===== src/rtl/id_pkg.sv =====
// Shared decode constants for the instruction-decode pipeline stage:
// instruction class encodings, out_ctrl bit positions and the condition check.
package id_pkg;

  localparam int unsigned CLASS_W = 4;
  localparam int unsigned COND_W  = 4;
  localparam int unsigned CTRL_W  = 5;

  localparam logic [CLASS_W-1:0] NOP    = 4'b0000;
  localparam logic [CLASS_W-1:0] MMU    = 4'b0010;
  localparam logic [CLASS_W-1:0] JUMP   = 4'b0100;
  localparam logic [CLASS_W-1:0] SETCTR = 4'b0111;
  localparam logic [CLASS_W-1:0] ALU    = 4'b1000;

  localparam int unsigned CTRL_ALU_WRITE   = 4;
  localparam int unsigned CTRL_MMU_WRITE   = 3;
  localparam int unsigned CTRL_MMU_EXECUTE = 2;
  localparam int unsigned CTRL_SET_CTR     = 1;
  localparam int unsigned CTRL_FINISHED    = 0;

  typedef struct packed {
    logic alu_write;
    logic mmu_write;
    logic mmu_execute;
    logic set_ctr;
    logic finished;
  } ctrl_t;

  // Condition nibble is a set of OR-ed enables: {zf=1, zf=0, cf=1, cf=0}.
  function automatic logic cond_ok(input logic [COND_W-1:0] cond,
                                   input logic cf, input logic zf);
    return (cond[3] & zf) | (cond[2] & ~zf) | (cond[1] & cf) | (cond[0] & ~cf);
  endfunction

endpackage


===== src/rtl/id_decode.sv =====
// Purely combinational instruction decoder: control bits, registers read,
// and the next program counter.
module id_decode
  import id_pkg::*;
#(
  parameter int unsigned DATA_W   = 8,
  parameter int unsigned INSN_LEN = 3
) (
  input  logic [3*DATA_W-1:0] instruction,
  input  logic                cf,
  input  logic                zf,
  input  logic [DATA_W-1:0]   register_bus_a,
  input  logic [DATA_W-1:0]   register_bus_b,
  input  logic [2*DATA_W-1:0] pc,
  output ctrl_t               ctrl_c,
  output logic [DATA_W-1:0]   field_a_c,
  output logic [DATA_W-1:0]   field_b_c,
  output logic [DATA_W-1:0]   regs_used_c,
  output logic [2*DATA_W-1:0] next_pc_c
);

  localparam int unsigned ADDR_W = 2 * DATA_W;

  logic [7:0]         opcode;
  logic [CLASS_W-1:0] cls;
  logic [COND_W-1:0]  cond;
  logic               exec;
  logic               is_alu;
  logic               is_mmu_exe;
  logic               is_jump;
  logic               is_set_ctr;
  logic               a_read;
  logic               b_read;

  assign opcode    = instruction[2*DATA_W +: 8];
  assign cls       = opcode[7:4];
  assign cond      = opcode[3:0];
  assign field_a_c = instruction[DATA_W +: DATA_W];
  assign field_b_c = instruction[0 +: DATA_W];

  always_comb begin
    ctrl_c      = '0;
    regs_used_c = '0;
    next_pc_c   = pc + ADDR_W'(INSN_LEN);

    exec       = cond_ok(cond, cf, zf);
    is_alu     = cls[3];
    is_mmu_exe = (cls[3:1] == MMU[3:1]);
    is_jump    = (cls[3:1] == JUMP[3:1]);
    is_set_ctr = (cls == SETCTR);

    // Operand usage drives the hazard check, independent of the condition.
    a_read = (is_alu && (cls[2:0] != 3'b100)) || (cls == JUMP) || is_mmu_exe;
    b_read = (is_alu && (cls[2:0] != 3'b011)) || (cls == JUMP) || (cls == (MMU | 4'b0001));
    if (a_read) regs_used_c = regs_used_c | field_a_c;
    if (b_read) regs_used_c = regs_used_c | field_b_c;

    ctrl_c.alu_write   = exec & is_alu;
    ctrl_c.mmu_write   = exec & cls[0];
    ctrl_c.mmu_execute = exec & is_mmu_exe;
    ctrl_c.set_ctr     = exec & is_set_ctr;
    ctrl_c.finished    = is_jump | is_set_ctr | ~exec | (cls == NOP);

    // Odd jump classes carry the target inline; even ones jump through registers.
    if (exec && is_jump) begin
      next_pc_c = cls[0] ? {field_b_c, field_a_c} : {register_bus_b, register_bus_a};
    end
  end

endmodule


===== src/rtl/id_stage_pipe.sv =====
// Instruction-decode pipeline stage: PC, one-deep output register, handshake,
// flush redirect and optional interrupt entry (enabled by ID_STAGE_PIPE_IRQ_EN).
module id_stage_pipe
  import id_pkg::*;
#(
  parameter int unsigned DATA_W       = 8,
  parameter int unsigned INSN_LEN     = 3,
  parameter int unsigned RESET_VECTOR = 0,
  parameter int unsigned IRQ_VECTOR   = 0
) (
  input  logic                clk,
  input  logic                rst_n,
  input  logic                in_valid,
  output logic                in_ready,
  input  logic [3*DATA_W-1:0] instruction,
  input  logic                cf,
  input  logic                zf,
  input  logic [DATA_W-1:0]   register_bus_a,
  input  logic [DATA_W-1:0]   register_bus_b,
  input  logic [DATA_W-1:0]   busy_mask,
  input  logic                flush,
  input  logic [2*DATA_W-1:0] flush_addr,
  input  logic                irq_req,
  output logic                irq_ack,
  output logic [2*DATA_W-1:0] fetch_addr,
  output logic                out_valid,
  input  logic                out_ready,
  output logic [CTRL_W-1:0]   out_ctrl,
  output logic [DATA_W-1:0]   out_regmask_a,
  output logic [DATA_W-1:0]   out_regmask_b,
  output logic [DATA_W-1:0]   out_ctr_value,
  output logic [2*DATA_W-1:0] out_ret_addr
);

  localparam int unsigned ADDR_W = 2 * DATA_W;

  logic [ADDR_W-1:0] pc;
  logic              valid_q;
  ctrl_t             ctrl_q;
  logic [DATA_W-1:0] mask_a_q;
  logic [DATA_W-1:0] mask_b_q;
  logic [DATA_W-1:0] ctr_q;

  ctrl_t             dec_ctrl;
  logic [DATA_W-1:0] dec_field_a;
  logic [DATA_W-1:0] dec_field_b;
  logic [DATA_W-1:0] dec_regs_used;
  logic [ADDR_W-1:0] dec_next_pc;

  logic hazard_c;
  logic accept_c;
  logic take_irq_c;

  id_decode #(
    .DATA_W  (DATA_W),
    .INSN_LEN(INSN_LEN)
  ) u_decode (
    .instruction   (instruction),
    .cf            (cf),
    .zf            (zf),
    .register_bus_a(register_bus_a),
    .register_bus_b(register_bus_b),
    .pc            (pc),
    .ctrl_c        (dec_ctrl),
    .field_a_c     (dec_field_a),
    .field_b_c     (dec_field_b),
    .regs_used_c   (dec_regs_used),
    .next_pc_c     (dec_next_pc)
  );

  assign hazard_c = |(dec_regs_used & busy_mask);
  assign in_ready = ~hazard_c & (~valid_q | out_ready) & ~flush;
  assign accept_c = in_valid & in_ready;

  // PC and output bundle; flush beats accept, and the bundle only changes on accept.
  always_ff @(posedge clk) begin
    if (!rst_n) begin
      pc       <= ADDR_W'(RESET_VECTOR);
      valid_q  <= 1'b0;
      ctrl_q   <= '0;
      mask_a_q <= '0;
      mask_b_q <= '0;
      ctr_q    <= '0;
    end else if (flush) begin
      pc      <= flush_addr;
      valid_q <= 1'b0;
    end else if (accept_c) begin
      pc       <= take_irq_c ? ADDR_W'(IRQ_VECTOR) : dec_next_pc;
      valid_q  <= 1'b1;
      ctrl_q   <= dec_ctrl;
      mask_a_q <= dec_field_a;
      mask_b_q <= dec_field_b;
      ctr_q    <= dec_field_a;
    end else if (out_ready) begin
      valid_q <= 1'b0;
    end
  end

`ifdef ID_STAGE_PIPE_IRQ_EN
  logic              irq_pending;
  logic              irq_ack_q;
  logic [ADDR_W-1:0] ret_addr_q;

  assign take_irq_c = accept_c & irq_pending;

  // Sticky request; a level still high on the taking cycle re-arms it.
  always_ff @(posedge clk) begin
    if (!rst_n) begin
      irq_pending <= 1'b0;
      irq_ack_q   <= 1'b0;
      ret_addr_q  <= '0;
    end else begin
      irq_ack_q <= take_irq_c;
      if (take_irq_c) begin
        irq_pending <= irq_req;
        ret_addr_q  <= dec_next_pc;
      end else begin
        irq_pending <= irq_pending | irq_req;
      end
    end
  end

  assign irq_ack      = irq_ack_q;
  assign out_ret_addr = ret_addr_q;
`else
  logic unused_irq;

  assign unused_irq   = irq_req;
  assign take_irq_c   = 1'b0;
  assign irq_ack      = 1'b0;
  assign out_ret_addr = '0;
`endif

  assign fetch_addr    = pc;
  assign out_valid     = valid_q;
  assign out_ctrl      = ctrl_q;
  assign out_regmask_a = mask_a_q;
  assign out_regmask_b = mask_b_q;
  assign out_ctr_value = ctr_q;

endmodule


===== config.mk =====
export PLATFORM = sky130hd
export DESIGN_NAME = id_stage_pipe
export DESIGN_NICKNAME = d
export VERILOG_FILES = /design/src/rtl/id_pkg.sv /design/src/rtl/id_decode.sv /design/src/rtl/id_stage_pipe.sv
export SDC_FILE = /design/constraint.sdc
export NUM_CORES = 1
export LEC_CHECK = 0
export ABC_AREA = 1
export ABC_CLOCK_PERIOD_IN_PS = 1980
export BUFFER_PORTS_ARGS = -buffer_cell sky130_fd_sc_hd__buf_2
export CAP_MARGIN = 5
export CORE_MARGIN = 2
export CORE_UTILIZATION = 31
export CTS_CLUSTER_SIZE = 14
export DETAILED_ROUTE_END_ITERATION = 6
export GPL_ROUTABILITY_DRIVEN = 0
export HOLD_SLACK_MARGIN = 0.02
export SYNTH_ARGS = -nofsm -noshare
export SYNTH_HDL_FRONTEND = slang
export SYNTH_SLANG_ARGS = --single-unit

===== constraint.sdc =====
create_clock -name clk -period 1.98 [get_ports clk]
set_input_delay 0.099 -clock clk [delete_from_list [all_inputs] [get_ports clk]]
set_output_delay 0.099 -clock clk [all_outputs]
set_load 0.03 [all_outputs]

# Yosys cells after proc, flatten, opt, wreduce, memory -nomap -nowiden
# Index checks and enable logic that the tools add are counted.
# W data, S select, Z words.
dict set report totals {
  register_bits 38
  inputBits 72
  out_inout_bits 64
  elab_cells 65
}
dict set report classes {
  n_addsub 1
  n_eq_ne 7
  muxes 8
  bitwise 27
  n_reduce_logical 13
}
# op count
set op_table {}
lappend op_table {{$mux W16} 4}
lappend op_table {{$add A16 B2 Y16 const B} 1}
lappend op_table {{$mux W8} 2}
lappend op_table {{$and A1 B1 Y1} 11}
lappend op_table {{$and A8 B8 Y8} 1}
lappend op_table {{$eq A4 B3 Y1 const B} 2}
lappend op_table {{$or A8 B8 Y8} 1}
lappend op_table {{$reduce_or A8 Y1} 1}
lappend op_table {{$not A1 Y1} 7}
lappend op_table {{$or A1 B1 Y1} 7}
lappend op_table {{$eq A4 B2 Y1 const B} 1}
lappend op_table {{$logic_not A4 Y1} 1}
lappend op_table {{$logic_or A1 B1 Y1} 4}
lappend op_table {{$reduce_bool A2 Y1} 2}
lappend op_table {{$eq A3 B1 Y1 const B} 1}
lappend op_table {{$eq A3 B2 Y1 const B} 1}
lappend op_table {{$logic_and A1 B1 Y1} 3}
lappend op_table {{$ne A3 B2 Y1 const B} 1}
lappend op_table {{$ne A3 B3 Y1 const B} 1}
lappend op_table {{$mux W1} 2}
lappend op_table {{$reduce_and A2 Y1} 1}
lappend op_table {{$reduce_or A2 Y1} 1}

# Longest topological paths before layout
# Gate-level depths: netlist (run 1).
dict set report depth {
  word_depth 15
  mapped_depth 15
  ltp_nobuf 14
}

# Hierarchy
# Synthesis (run 1) repeated with hierarchy kept, for this count alone.
dict set report hier_totals {
  hier_cells 501
  hier_area_um2 3046.7
}
# module n_inst cells_per_inst area_per_inst_um2 seq_area_each_um2
set modules_own_cells {}
lappend modules_own_cells {id_stage_pipe 1 266 1910.6 760.7}
lappend modules_own_cells {id_decode 1 235 1136.1 0.0}

# Worst setup path before layout (run 1)
# OpenSTA, ideal clock, no wires.
dict set report synth_timing {
  kind {reg-to-reg}
  startpoint {register pc[0] (netlist: fetch_addr[0])}
  endpoint {register pc[10] (netlist: fetch_addr[10])}
  setup_time_ns 0.116
  arrival_ns 1.809
  t_required_ns 1.864
  setup_slack_ns 0.055
  path_stages_with_launch 11
  path_buffers 0
  synth_period_minus_slack_ns 1.925
  path_cell_list {dfxtp_1 -> inv_1 -> ha_1 -> nor4_1 -> nand2_1 -> nand2_1 -> inv_1 -> o21ai_0 -> o21ai_0 -> o21ai_0 -> nor2_1}
}
dict set report synth_via {
  elab_chain_cells 4
}
# item line
set synth_rtl {}
lappend synth_rtl {{start: declaration} id_stage_pipe.sv:37} ;# logic [ADDR_W-1:0] pc;
lappend synth_rtl {{start signal: assignment} id_stage_pipe.sv:78} ;# pc <= ADDR_W'(RESET_VECTOR);
lappend synth_rtl {{start signal: assignment} id_stage_pipe.sv:85} ;# pc <= flush_addr;
lappend synth_rtl {{start signal: assignment} id_stage_pipe.sv:88} ;# pc <= take_irq_c ? ADDR_W'(IRQ_VECTOR) : dec_next_pc;
lappend synth_rtl {{$add A16 B2 Y16} id_decode.sv:44} ;# next_pc_c = pc + ADDR_W'(INSN_LEN);
lappend synth_rtl {{$mux W16} id_decode.sv:65} ;# if (exec && is_jump) begin
lappend synth_rtl {{$mux W16} id_stage_pipe.sv:87} ;# end else if (accept_c) begin
lappend synth_rtl {{$mux W16} id_stage_pipe.sv:84} ;# end else if (flush) begin
# No other way between the ends. The select of a mux whose other input is x is not followed.
# A chain may end at the register's enable or synchronous reset.

# Final worst setup path (run 1)
dict set report layout_timing {
  startpoint {register pc[1] (netlist: fetch_addr[1])}
  endpoint {register pc[10] (netlist: fetch_addr[10])}
}
# Same word-level chain as after synthesis.

==> metrics.txt, run 1 <==
VDD IR max=0.0002359 V; CTS tree=built; hold_buf cts=0; status=complete, no violations; Ports=between 100 and 150; worst min path class=input port to flop; Post-CTS Setup Repair Bufs=0; dpl ws=approximately 0.056 ns; Slew Limit Fails=0; CTS root buf=clkbuf_8; DIE AREA=0.009767 sq mm; drt pass-1 iters=4; sequential fraction of the synthesis area=around 27%; Overflow after GRT=0; DR WL met2=a little over 4 mm; port bufs=between 100 and 150; Area Growth Syn to Fin=26.48%; Iter 0 DRT Violations=~120; initial antenna violation count=0; max layer used=met4; Cell Int Power=around 1.4 mW; Chip Width=just under 100 microns; CP Class=flop to flop; largest net degree at the start of global routing=29; critical path endpoint category=flop; Avg WL per Cell=around 13 microns; WP data required=around 2.2 ns; final setup violation count=0; Post-Route WL=about 9 mm; Clock Power Share=~30%; Mapped Area=approximately 0.0028 sq mm; f_max=roughly 560 MHz; H-tree Lvls=2; Post-layout nets=650; clk_skew=about 0.0056 ns; Critical Path Fanout Max=4; GRT Util Overall=approximately 17%; ratio of final minimum period to clock period=about 90%; Die Y=a little under 100 microns; Final Hold Fails=0; initial core utilization=31.97%; Netlist cell types=34; Clock Pin Slew Worst Setup and Hold Paths=roughly 0.080 ns; final routed DRC violation total=0; layout cells sized above 1=~28%; hpwl dp=between 6 and 7 mm; switching part of the total=between 30 and 40%; Yosys reg bits=38; worst-skew pair later-pin latency=slightly below 0.3 ns; Gate power share=between 20% and 30%; Slew headroom=about 60%; sw power=a little over 700 uW; CTS Buf Count=5; part of the power in registers=40.3%; # diodes=0; wire length on met3=between 600 and 700 microns; Leak=1.942 nW; DR vias/cell=4.704; post-route setup slack=about 0.18 ns; Final Util=roughly two fifths; first-pass GRT wire length=13.57 mm; Post-Synthesis Cells=~470; hold_ws=about 0.07 ns; startpoint types=flop; Vias=around 3200; pwr dens=593.3 mW/mm^2; placement row count=34; fin crit period=1.798 ns; Data arrival, critical path=1.99 ns; setup TNS=0 ns; Tightest Pin Transition=about 0.60 ns; FILL cells=between 900 and 1000; RSZ-0062 raised after global routing=no; Post-DRT Antenna Nets=0; CTS sink cnt=38; wire length on met1=3.933 mm; Synth warnings=0; Max clock buf depth=2; mean cell area of the mapped netlist=5.995 sq um; vias in the first global route=~2900; max cap viols=0; core region area=0.008721 sq mm
==> through the flow <==
stage	cells	cell area, sq um	total power, mW
finish	686	3526	2.092
global route	686	3526	2.215
CTS	686	3516	2.112
detailed placement	678	3406	1.478
global placement	678	3406	1.469
floorplan	481	2848	1.293
==> power groups by stage <==
stage	logic (mW)	clock network (mW)	registers, mW
after CTS	0.621	0.648	0.842
final	0.624	0.626	0.842
after global placement	0.610	0	0.859
after global routing	0.687	0.680	0.848
after floorplan	0.358	0	0.935
after detailed placement	0.619	0	0.860
==> synth_stat cells, drive strengths merged <==
master  instances  area, sq um
or2             4        25.02
a21oi          14        70.07
o22a            1        8.760
nor2           91        361.6
o21ai          26        130.1
clkbuf          8        30.03
o31ai           1        7.510
nand3          30        172.7
nand2         137        529.3
inv            44        165.2
nor3            3        15.01
a21boi          1        7.510
nand4           1        6.260
a22o            2        17.52
nor4            3        18.77
o211ai          5        37.54
mux2i           3        30.03
buf            35        257.7
dfxtp          38        760.7
conb            1        3.750
xnor2           4        35.03
ha              1        12.51
xor2            6        52.55
a31oi           3        18.77
and2            1        6.260
clkinv          2        7.510
==> critical path: stages, from the launching register on <==
cell and delay [ns]:
dfxtp_1 0.38, inv_1 0.06, ha_2 0.21, nor4_2 0.28, buf_4 0.17, nand2_1 0.06, nand2_1 0.06, inv_1 0.03
o21ai_0 0.11, o21ai_0 0.09, o21ai_0 0.18, nor2_1 0.05
==> logic make-up (layout without fill, tap and decap cells) <==
family | Yosys count | after routing | synth area share [%]
AOI/OAI and AO/OA | 53 | 53 | 10.68
xor gates and xnor gates | 10 | 10 | 3.142
adders and majority gates | 1 | 1 | 0.4488
buffers and inverters | 89 | 186 | 16.52
DFF | 38 | 38 | 27.29
muxes | 3 | 3 | 1.077
other | 1 | 17 | 0.1345
and+or+nand+nor | 270 | 270 | 40.71
==> metal layers <==
layer	GRT usage [%]	vias up
met5	0	-
met4	3.793	0
met3	3.333	10
met2	27.55	129
met1	23.80	1458
li1	-	1630
==> path summary, 6_finish.rpt <==
check	start	to	slack [ns]	cells past startpoint
setup reg to reg	fetch_addr[1]	fetch_addr[10]	0.18	11
hold reg to reg	out_valid	out_valid	0.48	2
hold / removal	out_ready	out_valid	0.07	4
setup / recovery	fetch_addr[1]	fetch_addr[10]	0.18	11
==> timing repair <==
action                                  in CTS  in global routing
endpoints found under the hold margin        0                  0
resized for setup                            0                  3
endpoints found under the setup margin       0                  2
==> cells in the final DEF (no fill, tap or decap), types with 2 or more instances in the layout <==
master    instances
buf_4            14
dfxtp_1          37
a31oi_1           3
a21oi_1          14
conb_1           17
nand2_2           6
o211ai_1          5
nor4_1            2
or2_2             4
xor2_1            6
clkinv_1          2
o21ai_0          20
nor2_1           85
nand3_1          27
xnor2_1           4
a22o_1            2
clkbuf_8          8
nand3_2           2
nor3_1            3
nor2_2            5
mux2i_1           3
buf_2           117
o21ai_1           6
inv_1            44
nand2_1         131
==> state kept, by name, summed over array words and instances (netlist names) <==
name / count
fetch_addr: 16
out_ctr_value: 8
out_ctrl: 5
out_regmask_b: 8
out_valid: 1
==> area by class of cell <==
| class | instances | area, sq um | area share, % |
|---|---|---|---|
| repair buffers | 132 | 710.7 | 20.16 |
| flip-flops and latches | 38 | 762.0 | 21.61 |
| inverters | 46 | 172.7 | 4.897 |
| clock buffers | 8 | 110.1 | 3.123 |
| multi-input cells | 354 | 1635 | 46.38 |
| well taps | 108 | 135.1 | 3.833 |
Power figures use the tool's default switching activity.
==> run 2, diff against run 1 <==
- SYNTH_HIERARCHICAL: default -> 1
==> run 2 against run 1 <==
Net effect:
- non-clock buffer count stayed put
- cell area is 2.6% higher
- clock skew is 0.00087 ns lower
- via count is 1.1% lower
- worst setup slack better by 0.050 ns
- register-to-register slack better by 0.11 ns
- largest power group unchanged
- highest routed layer unchanged
==> metrics.txt, run 2 <==
status=complete, no violations; post-synthesis async set-or-reset flop share=0%; CP Class=input port to primary output; Clock Pin Slew Worst Setup and Hold Paths=0.07 ns; Yosys top cell by area=dfxtp_1; initial core utilization=approximately a third; Synth Area in XOR/XNOR=1.150%; Vias=between 3000 and 4000; dpl ws=~0.012 ns; mux contribution to synthesized area=1.643%; vias in the first global route=2922; Chip Width=a little over 100 microns; Yosys reg bits=38; most used cell, CP=nand2_1; CTS sink cnt=38; startpoint types=input port; worst-skew pair later-pin latency=0.28 ns; final setup violation count=0; DIE AREA=approximately 0.011 sq mm; Netlist cell types=32; Iter 0 DRT Violations=about 130; Area Growth Syn to Fin=18.69%; most common cell after layout, fill and taps aside=nand2_1; Slew Limit Fails=0; VDD IR max=between 0.0002 and 0.00025 V; WP data required=1.88 ns; f_max=between 500 and 600 MHz; Post-synth top flop=dfxtp_1; Leak=roughly 2.0 nW; Crit path largest cell delay=between 0.2 and 0.25 ns; first-pass GRT wire length=~14 mm; Post-Synthesis Cells=501; top cells by area, synth=dfxtp_1 25%, nand2_1 23%, buf_4 11%; worst min path class=input port to flop; max cap viols=0; wire length on met3=between 600 and 700 microns; CP max-delay cell=clkbuf_4; Overflow after GRT=0; Die Y=103.1 microns; sequential fraction of the synthesis area=24.97%; final routed DRC violation total=0; H-tree Lvls=2; CTS tree=built; Post-layout nets=around 670; number of flops mapped to enable cells by yosys=0; Critical Path Fanout Max=8; # diodes=0; DR WL met2=~4.0 mm; Avg WL per Cell=11.88 microns; worst path buffer plus inverter count=2; hpwl dp=6.998 mm; most frequent cells in the layout=184 x nand2_1, 116 x buf_2, 39 x a21oi_1; Final Hold Fails=0; post-synthesis compound-gate area fraction=14.62%; CTS Buf Count=5; ratio of final minimum period to clock period=around nine tenths; Post-DRT Antenna Nets=0; pwr dens=between 500 and 600 mW/mm^2; post-synth top area share=between 20 and 25%; setup TNS=0 ns; Data arrival, critical path=1.65 ns; Simple-Gate Fraction of Synth Area=around 37%; post-route setup slack=0.2317 ns; Final Instance Area=about 0.0036 sq mm; mean cell area of the mapped netlist=between 6 and 7 sq um; max reg flops=16; largest net degree at the start of global routing=36; max layer used=met4; Commonest cells post-synth=184 x nand2_1, 44 x buf_4, 39 x a21oi_1, 38 x dfxtp_1, 35 x inv_1; clk_skew=between 0.004 and 0.005 ns; Max clock buf depth=2; placement row count=36; Post-Route WL=between 8 and 9 mm; wire length on met1=between 3 and 4 mm; hold_buf cts=0; layout cells sized above 1=a little over a quarter; Tightest Pin Transition=around 0.54 ns; Mapped Area=0.003047 sq mm; Final Util=a little under two fifths; GRT Util Overall=16.19%; critical path endpoint category=primary output; fin crit period=~1.7 ns; initial antenna violation count=0; crit path cell chain=buf_2 > nor2_1 > nand2_1 > nand2_1 > nand3_2 > nand2_1 > o21ai_0 > nand2_1 > nand2_1 > nor2_2 > nand2_1 > nor2_4 > clkbuf_4; main combinational cell family by area after synthesis=simple AND/OR/NAND/NOR gates; DR vias/cell=4.403; Synth warnings=6; Synth Area in Adders=0.4107%; most numerous cell in the Yosys netlist=nand2_1; port bufs=between 100 and 150; Slew headroom=~64%; Placed Instance Area=roughly 0.0035 sq mm; CTS root buf=clkbuf_8; CP delay by family, top=simple AND/OR/NAND/NOR gates; core region area=just under 0.01 sq mm; RSZ-0062 raised after global routing=no; drt pass-1 iters=4; Ports=approximately 140
run 2: where the power goes:
part / internal (mW) / total (mW) / switching (mW)
registers: 0.797 / 0.831 / 0.0335
logic: 0.204 / 0.586 / 0.382
clock network: 0.269 / 0.534 / 0.265
total: 1.27 / 1.95 / 0.681
run 2: cell type report:
cell class / instances / area [sq um]
inverter: 39 / 153.9
timing repair buffer: 132 / 725.7
tap: 133 / 166.4
fill: 1144 / 6023
sequential: 38 / 760.7
clock buffer: 6 / 82.58
multi-input combinational: 377 / 1727
run 2: metrics by stage:
step | total power, mW | hold WS [ns] | cells
5_1_grt | 2.081 | 0.09097 | 725
3_5_place_dp | 1.431 | 0.3611 | 716
6_report | 1.951 | 0.07627 | 725
4_1_cts | 1.971 | 0.06077 | 722
2_1_floorplan | 1.296 | 0.2241 | 517
3_3_place_gp | 1.426 | 0.3602 | 716
run 2: kinds of logic after synthesis:
kind of cell,Yosys count
and+or+nand+nor,263
buffers and inverters,102
AOI/OAI and AO/OA,87
DFF,38
muxes,5
xor gates and xnor gates,4
adders and majority gates,1
other,1
run 2: repair_timing:
item | in CTS | in global routing
setup endpoints to repair | 0 | 3
resized for setup | 0 | 2
buffers inserted | 0 | 3
endpoints found under the hold margin | 0 | 0
run 2: per-layer routing:
layer  vias up  GRT usage [%]
li1       1697              -
met1      1389          20.17
met2       100          28.22
met3         6          4.000
met4         0          3.543
met5         -              0
run 2: worst paths after layout:
path / start / end / slack, ns / depth (start not counted)
max: instruction[21] / in_ready / 0.23 / 13
min: instruction[7] / out_regmask_b[7] / 0.08 / 3
max reg2reg: fetch_addr[1] / fetch_addr[10] / 0.29 / 13
min reg2reg: out_regmask_b[6] / out_regmask_b[6] / 0.48 / 2
run 2: tightest hold or removal path: cells and delay by family:
family / cells / cell delay, ns
buf+inv: 1 / 0.09
compound gates: 1 / 0.06
simple gates: 1 / 0.07
==> run 3, diff against run 2 <==
- GPL_TIMING_DRIVEN: default -> 0
==> run 3 against run 2 <==
Net effect:
- register-to-register slack got worse by 0.12 ns
- fmax shrank 3.3%
- first-iteration DRC count increased by 42%
- via count up 6.1%
- critical path type is now flop to flop
- sequential cell count is the same
- wire length rose by 8.8%
- power grew 9.7%
- sequential share of layout area fell by 2.1 points
- largest power group unchanged
- core utilization is 4.1 points higher
==> metrics.txt, run 3 (same netlist as run 2, synthesis figures left out) <==
status=complete, no violations; CTS Buf Count=5; max reg flops=16; Die Y=103.1 microns; final setup violation count=0; placement row count=36; Tightest Pin Transition=0.5405 ns; first-pass GRT wire length=14.55 mm; largest net degree at the start of global routing=13; Vias=~3400; most common cell after layout, fill and taps aside=nand2_1; final routed DRC violation total=0; Reg2Reg Setup Slack=between 0.15 and 0.2 ns; RSZ-0062 raised after global routing=no; Overflow after GRT=0; CTS tree=built; most frequent cells in the layout=184 x nand2_1, 118 x buf_2, 47 x buf_4; hold_buf cts=0; fin crit period=between 1.5 and 2 ns; core region area=~0.0096 sq mm; startpoint types=flop; VDD IR max=0.0002750 V; GRT Util Overall=~18%; area occupied by multi-input gates=around 0.0017 sq mm; worst min path class=input port to flop; layout cells sized above 1=between 30% and 40%; Leak=approximately 2.2 nW; Post-layout nets=just over 700; CTS sink cnt=38; H-tree Lvls=2; DR vias/cell=4.359; worst-skew pair later-pin latency=about 0.29 ns; Area Growth Syn to Fin=31.62%; Non-Filler Instances=777; hpwl dp=7.671 mm; # placed instances=roughly 770; Post-DRT Antenna Nets=0; # diodes=0; DIE AREA=between 0.01 and 0.015 sq mm; setup TNS=0 ns; CP Class=flop to flop; Ports=approximately 140; initial core utilization=a little under a third; critical path endpoint category=flop; CTS root buf=clkbuf_8; port bufs=116; Iter 0 DRT Violations=roughly 180; Data arrival, critical path=roughly 2 ns; Slew headroom=between 60% and 70%; Clock Pin Slew Worst Setup and Hold Paths=0.08 ns; register area=approximately 760 sq um; Max clock buf depth=2; WP data required=about 2.2 ns; ratio of final minimum period to clock period=91.31%; f_max=553.1 MHz; vias in the first global route=3120; Avg WL per Cell=roughly 12 microns; Critical Path Fanout Max=9; Final Hold Fails=0; Slew Limit Fails=0; clk_skew=0.006695 ns; drt pass-1 iters=6; FILL cells=between 1000 and 1500; pwr dens=approximately 530 mW/mm^2; initial antenna violation count=0; Chip Width=between 100 and 150 microns; total power=2.140 mW; Post-Route WL=9.366 mm; max cap viols=0
==> run 3: per-stage QoR <==
step / area [sq um] / hold WS (ns) / worst slack (ns) / util (%)
CTS: 3965 / 0.08366 / 0.02479 / 41.13
floorplan: 3107 / 0.2241 / 0.1944 / -
finish: 4010 / 0.09116 / 0.1721 / 41.60
global placement: 3854 / 0.3976 / -0.03699 / 39.98
detailed placement: 3854 / 0.4036 / -0.1187 / 39.98
global route: 4010 / 0.1062 / 0.01059 / 41.60
==> run 3: critical path: stages (launching register included) <==
cell and delay (ns):
dfxtp_1 0.40, inv_1 0.08, ha_1 0.19, inv_1 0.06
nand2_1 0.12, nor2_4 0.22, buf_4 0.15, xnor2_1 0.05
o21ai_1 0.13, nand2_1 0.09, nand2_1 0.09, nand2_1 0.05
a21oi_1 0.10
==> run 3: layout make-up <==
cell class | count | area share [%]
Tap cell | 133 | 4.150
Inverter | 39 | 3.838
Multi-Input combinational cell | 377 | 43.56
Sequential cell | 38 | 18.97
Buffer | 63 | 11.67
Timing Repair Buffer | 119 | 15.10
Clock inverter | 3 | 0.9984
Clock buffer | 5 | 1.716
==> run 3: path summary, 6_finish.rpt <==
check,from,end,cells past startpoint
worst min-delay path,rst_n,out_valid,3
worst max-delay path,fetch_addr[0],fetch_addr[6],12
worst max register to register,fetch_addr[0],fetch_addr[6],12
worst min register to register,out_ctrl[2],out_ctrl[2],2
==> run 3: report_power, final <==
group,switching (mW),leakage [nW],internal [mW]
combinational,0.404,1.83,0.255
sequential,0.0347,0.309,0.797
clock,0.278,0.0579,0.371
==> run 3: per-layer routing <==
metal	global-route usage, %	wire (microns)	share of wire [%]
met1	21.23	4204	45
met2	30.82	4446	47
met3	4.000	599	6.4
met4	5.162	115	1.2
met5	0	0	0
==> run 3: timing repair <==
item                       CTS  global route
setup endpoints to repair    1             3
buffers inserted             0             3
pin swaps                    0             2
gates resized for setup      1             5
